## src/rtl/mcc_seq_addsub.sv

```systemverilog
// Multi-word sequential add/subtract: one WORD_W-bit Manchester carry chain is reused
// once per slice (LSW first), with the inter-slice carry held in a register.
module mcc_seq_addsub #(
  parameter int WORD_W = 32,
  parameter int NWORDS = 2
) (
  input  logic                       clk,
  input  logic                       rst_n,
  input  logic                       in_valid,
  output logic                       in_ready,
  input  logic [WORD_W*NWORDS-1:0]   in_a,
  input  logic [WORD_W*NWORDS-1:0]   in_b,
  input  logic                       in_sub,
  input  logic                       in_cin,
  output logic                       out_valid,
  input  logic                       out_ready,
  output logic [WORD_W*NWORDS-1:0]   out_sum,
  output logic                       out_cout,
  output logic                       out_ovf,
  output logic                       out_zero
);
  localparam int W     = WORD_W * NWORDS;
  localparam int IDX_W = (NWORDS > 1) ? $clog2(NWORDS) : 1;
  localparam logic [IDX_W-1:0] LAST = IDX_W'(NWORDS - 1);

  typedef enum logic [1:0] {IDLE, CALC, DONE} state_t;

  state_t            state, state_nxt;
  logic [W-1:0]      a_reg, b_reg;
  logic              carry;
  logic [IDX_W-1:0]  k;
  logic              last;
  logic [WORD_W-1:0] a_s, b_s, s_s, gen, prop;
  logic [WORD_W:0]   chain;
  logic [W-1:0]      sum_nxt;

  assign in_ready  = (state == IDLE);
  assign out_valid = (state == DONE);
  assign last      = (k == LAST);

  always_ff @(posedge clk) begin
    if (!rst_n) state <= IDLE;
    else        state <= state_nxt;
  end

  always_comb begin
    state_nxt = state;
    case (state)
      IDLE:    if (in_valid) state_nxt = CALC;
      CALC:    if (last)     state_nxt = DONE;
      DONE:    if (out_ready) state_nxt = IDLE;
      default: state_nxt = IDLE;
    endcase
  end

  // Manchester chain on the current slice: generate/propagate, carry rippled through the switches
  always_comb begin
    a_s      = a_reg[k*WORD_W +: WORD_W];
    b_s      = b_reg[k*WORD_W +: WORD_W];
    gen      = a_s & b_s;
    prop     = a_s ^ b_s;
    chain    = '0;
    chain[0] = carry;
    for (int i = 0; i < WORD_W; i++) begin
      chain[i+1] = gen[i] | (prop[i] & chain[i]);
    end
    s_s      = prop ^ chain[WORD_W-1:0];
    sum_nxt  = out_sum;
    sum_nxt[k*WORD_W +: WORD_W] = s_s;
  end

  // Operand capture; B is inverted here so the chain only ever adds
  always_ff @(posedge clk) begin
    if (in_valid && in_ready) begin
      a_reg <= in_a;
      b_reg <= in_sub ? ~in_b : in_b;
    end
  end

  always_ff @(posedge clk) begin
    if (!rst_n) begin
      k        <= '0;
      carry    <= 1'b0;
      out_sum  <= '0;
      out_cout <= 1'b0;
      out_ovf  <= 1'b0;
      out_zero <= 1'b0;
    end else if (in_valid && in_ready) begin
      k     <= '0;
      carry <= in_cin ^ in_sub;
    end else if (state == CALC) begin
      out_sum <= sum_nxt;
      carry   <= chain[WORD_W];
      k       <= k + 1'b1;
      if (last) begin
        // Top slice holds the operand/result sign bits; zero covers all stored slices too
        out_cout <= chain[WORD_W];
        out_ovf  <= (a_s[WORD_W-1] == b_s[WORD_W-1]) && (s_s[WORD_W-1] != a_s[WORD_W-1]);
        out_zero <= (sum_nxt == '0);
      end
    end
  end
endmodule

```

## config.mk

```make
export PLATFORM = sky130hd
export DESIGN_NAME = mcc_seq_addsub
export DESIGN_NICKNAME = d
export VERILOG_FILES = /design/src/rtl/mcc_seq_addsub.sv
export SDC_FILE = /design/constraint.sdc
export NUM_CORES = 1
export LEC_CHECK = 0
export CELL_PAD_IN_SITES_DETAIL_PLACEMENT = 1
export CELL_PAD_IN_SITES_GLOBAL_PLACEMENT = 1
export CORE_UTILIZATION = 40
export CTS_CLUSTER_SIZE = 24
export DETAILED_ROUTE_END_ITERATION = 16
export GPL_ROUTABILITY_DRIVEN = 0
export PLACE_DENSITY = 0.84
export RECOVER_POWER = 100
export SYNTH_ARGS = -nofsm -noshare
export SYNTH_HDL_FRONTEND = slang
export SYNTH_SLANG_ARGS = --single-unit
```

## constraint.sdc

```tcl
create_clock -name clk -period 18.83 [get_ports clk]
set_input_delay 3.766 -clock clk [delete_from_list [all_inputs] [get_ports clk]]
set_output_delay 3.766 -clock clk [all_outputs]
set_load 0.005 [all_outputs]
```

==> flow_summary_export.csv <==
group,metric,value,unit
floorplan,std_cell_rows,53,
run_status,violations,"max-capacitance violations, max-slew violations",
pwr,vdd_drop_max,0.0000603,V
clock_network,ctsHoldBuffers,0,
sta,final_max_slew_viol_count,322,
synthesis,syn-mean-instance-area,13.3,um^2
sta,worst_slew_pin_slew,4.52,ns
floorplan,die-area,22600,um^2
synthesis,netlist_top_cells_area,"edfxtp_1 (44%), dfxtp_1 (16%), mux2_1 (7.9%), fa_1 (7.3%), xor2_1 (6.4%)",
clock_network,htreeDepth,4,
synthesis,ys_warn_count,0,
pwr,p_int,0.000812,W
synthesis,async_reset_ff_frac,0,
synthesis,synth_top_area_frac,0.436,
pwr,p_seq_frac,0.474,
critical_path,crit_type,"reg -> reg",
clock_network,cts_root_buffer,"clkbuf_16",
floorplan,core_area,21300,um^2
layout,finish.utilization,0.547,
drt,via_per_inst,5.02,
synthesis,synth-seq-cells,199,
layout,drive_above_1_share,0.0508,
drt,wirelength,23000,um
sta,maxSlewHeadroom,-2.01,
critical_path,cp_top_family,"adder cells",
critical_path,cp_max_fo,48,
critical_path,crit_buf_inv,1,
synthesis,synth_top_family_by_area,"simple AND/OR/NAND/NOR gates",
global_route,grt_usage,0.213,
critical_path,slowest_stage,"dfxtp_1",
global_route,antenna_found_initial,2,
critical_path,required,19.20,ns
pwr,p_per_area,95.5,nW/um^2
synthesis,yosysTopAreaCell,"edfxtp_1",
drt,dr.pass1.iters,4,
clock_network,post_cts_buffers,0,
floorplan,die_y,150,um
synthesis,syn_nets,830,
place,io_buffer_count,202,
critical_path,critical-path-max-stage-delay,1.87,ns
floorplan,start_util,0.414,
layout,area_growth,32.1,%
pwr,p_comb_frac,0.202,
clock_network,cts_made_buffers,17,
drt,vias,5741,
pwr,netSwitchingPower,0.000301,W
sta,finalHoldViolCount,0,
synthesis,synth-xor-area-share,0.0656,
clock_network,clk_pin_slew,0.07,ns
pwr,p_clk_frac,0.324,
floorplan,num_io_pins,203,
global_route,gr-total-overflow,0,
place,hpwl,16400,um
synthesis,synth_flop_cell,"edfxtp_1",
drt,drc,0,
synthesis,yosys.area_share.simple,0.0961,
clock_network,post_cts_resized,0,
sta,rsz0062_at_grt,"no",
min_path,hold_class,"reg -> reg",
sta,clock_skew,0.0142,ns
critical_path,start_kind,"register",
critical_path,end_kind,"register",
floorplan,fp.dieW,150,um
synthesis,synthAdderAreaFrac,0.0741,
run_status,outcome,"complete, but fails checks",
sta,min_period_over_period,0.896,
synthesis,synth-compound-area-share,0.0677,
sta,setup_viol,0,
clock_network,tritoncts,"built",
clock_network,numClockSinks,199,
layout,mostFrequentLayoutCell,"dlygate4sd3_1",
global_route,grt_pass1_wl,35100,um
sta,min_period,16.87,ns
synthesis,synth_edf_count,128,
synthesis,synth_area,8820,um^2
synthesis,synth-seq-area-share,0.597,
synthesis,synth_cells,663,
critical_path,cpMostUsedCell,"fa_1",
sta,holdWs,0.472,ns
layout,nets,1021,
synthesis,muxShareOfSynthArea,0.0814,
drt,antenna_left,0,
global_route,grt_pass1_vias,6161,
clock_network,clock_path_buffers,2,
drt,wl_per_cell,20.2,um
global_route,grt_max_degree,73,
pwr,swShare,0.270,
clock_network,clock_latency,0.44,ns
synthesis,yosysUniqueCellTypes,41,
flow_run,cap_violations,5,
pwr,p_leak,4.29,nW
sta,setup_tns,0,ns
layout,layout_common_cells,"dlygate4sd3_1 (134), nand2_1 (130), edfxtp_1 (128), dfxtp_1 (71), clkdlybuf4s50_1 (66)",
critical_path,arrival,17.24,ns
sta,fmax,0.0593,GHz
drt,drtIter0Drc,232,
==> metrics by stage <==
step	cells	power (W)	cell area, um^2	setup WS (ns)
detailed placement	1110	0.000769	11100	3.25
global route	1143	0.00116	11600	1.36
global placement	1110	0.000761	11100	3.42
CTS	1141	0.00113	11700	3.07
finish	1143	0.00111	11600	1.96
floorplan	663	0.000657	8820	4.17
==> cell usage after synthesis (2+ instances only) <==
cell type	number
mux2_1	62
nor2_1	12
edfxtp_1	128
nand3_1	5
nor4_4	2
inv_1	3
clkbuf_1	27
xnor2_1	2
a21boi_1	63
xor2_1	64
nand2b_1	2
o21a_1	2
nor4_1	13
fa_1	32
nand4_1	4
or4_1	2
buf_1	3
or4_4	2
mux2i_1	2
o211a_1	4
nor2b_1	3
buf_2	5
nor3_1	4
nand2_1	130
dfxtp_1	71
==> routing by layer <==
layer | GRT usage | up-vias | share of wire
met5 | 0 | - | 0
met4 | 0.0722 | 0 | 0.016
met3 | 0.0570 | 25 | 0.055
met2 | 0.371 | 147 | 0.52
met1 | 0.253 | 2872 | 0.41
li1 | - | 2697 | -
==> worst paths after layout <==
kind	startpoint	to	slack, ns	cells past startpoint
min reg2reg	out_zero	out_zero	0.47	2
min	out_zero	out_zero	0.47	2
max reg2reg	k	out_zero	1.96	38
max	k	out_zero	1.96	38
==> power groups by stage <==
| stage | Sequential, W | Clock (W) | Combinational, W |
|---|---|---|---|
| global route | 0.000531 | 0.000383 | 0.000246 |
| global placement | 0.000532 | 0 | 0.000228 |
| floorplan | 0.000529 | 0 | 0.000128 |
| CTS | 0.000525 | 0.000367 | 0.000238 |
| finish | 0.000527 | 0.000361 | 0.000225 |
| detailed placement | 0.000535 | 0 | 0.000234 |
==> kinds of logic after synthesis <==
family	after synthesis
xor+xnor	66
fa+ha+maj	33
flops	199
simple gates	184
mux	64
buf+inv	40
compound gates	77
==> worst min-delay path, stage by stage, from the launching register on <==
cell and delay [ns]:
dfxtp_1 0.31, nand3_1 0.07, o21ai_2 0.05
==> layout make-up <==
class | count | area, um^2
Multi-Input combinational cell | 424 | 3400
Sequential cell | 199 | 5270
Tap cell | 275 | 344
Inverter | 4 | 15.0
Clock inverter | 12 | 125
Clock buffer | 19 | 443
Antenna cell | 2 | 5.00
Fill cell | 2138 | 9640
Timing Repair Buffer | 208 | 2050
Power figures use the tool's default switching activity.
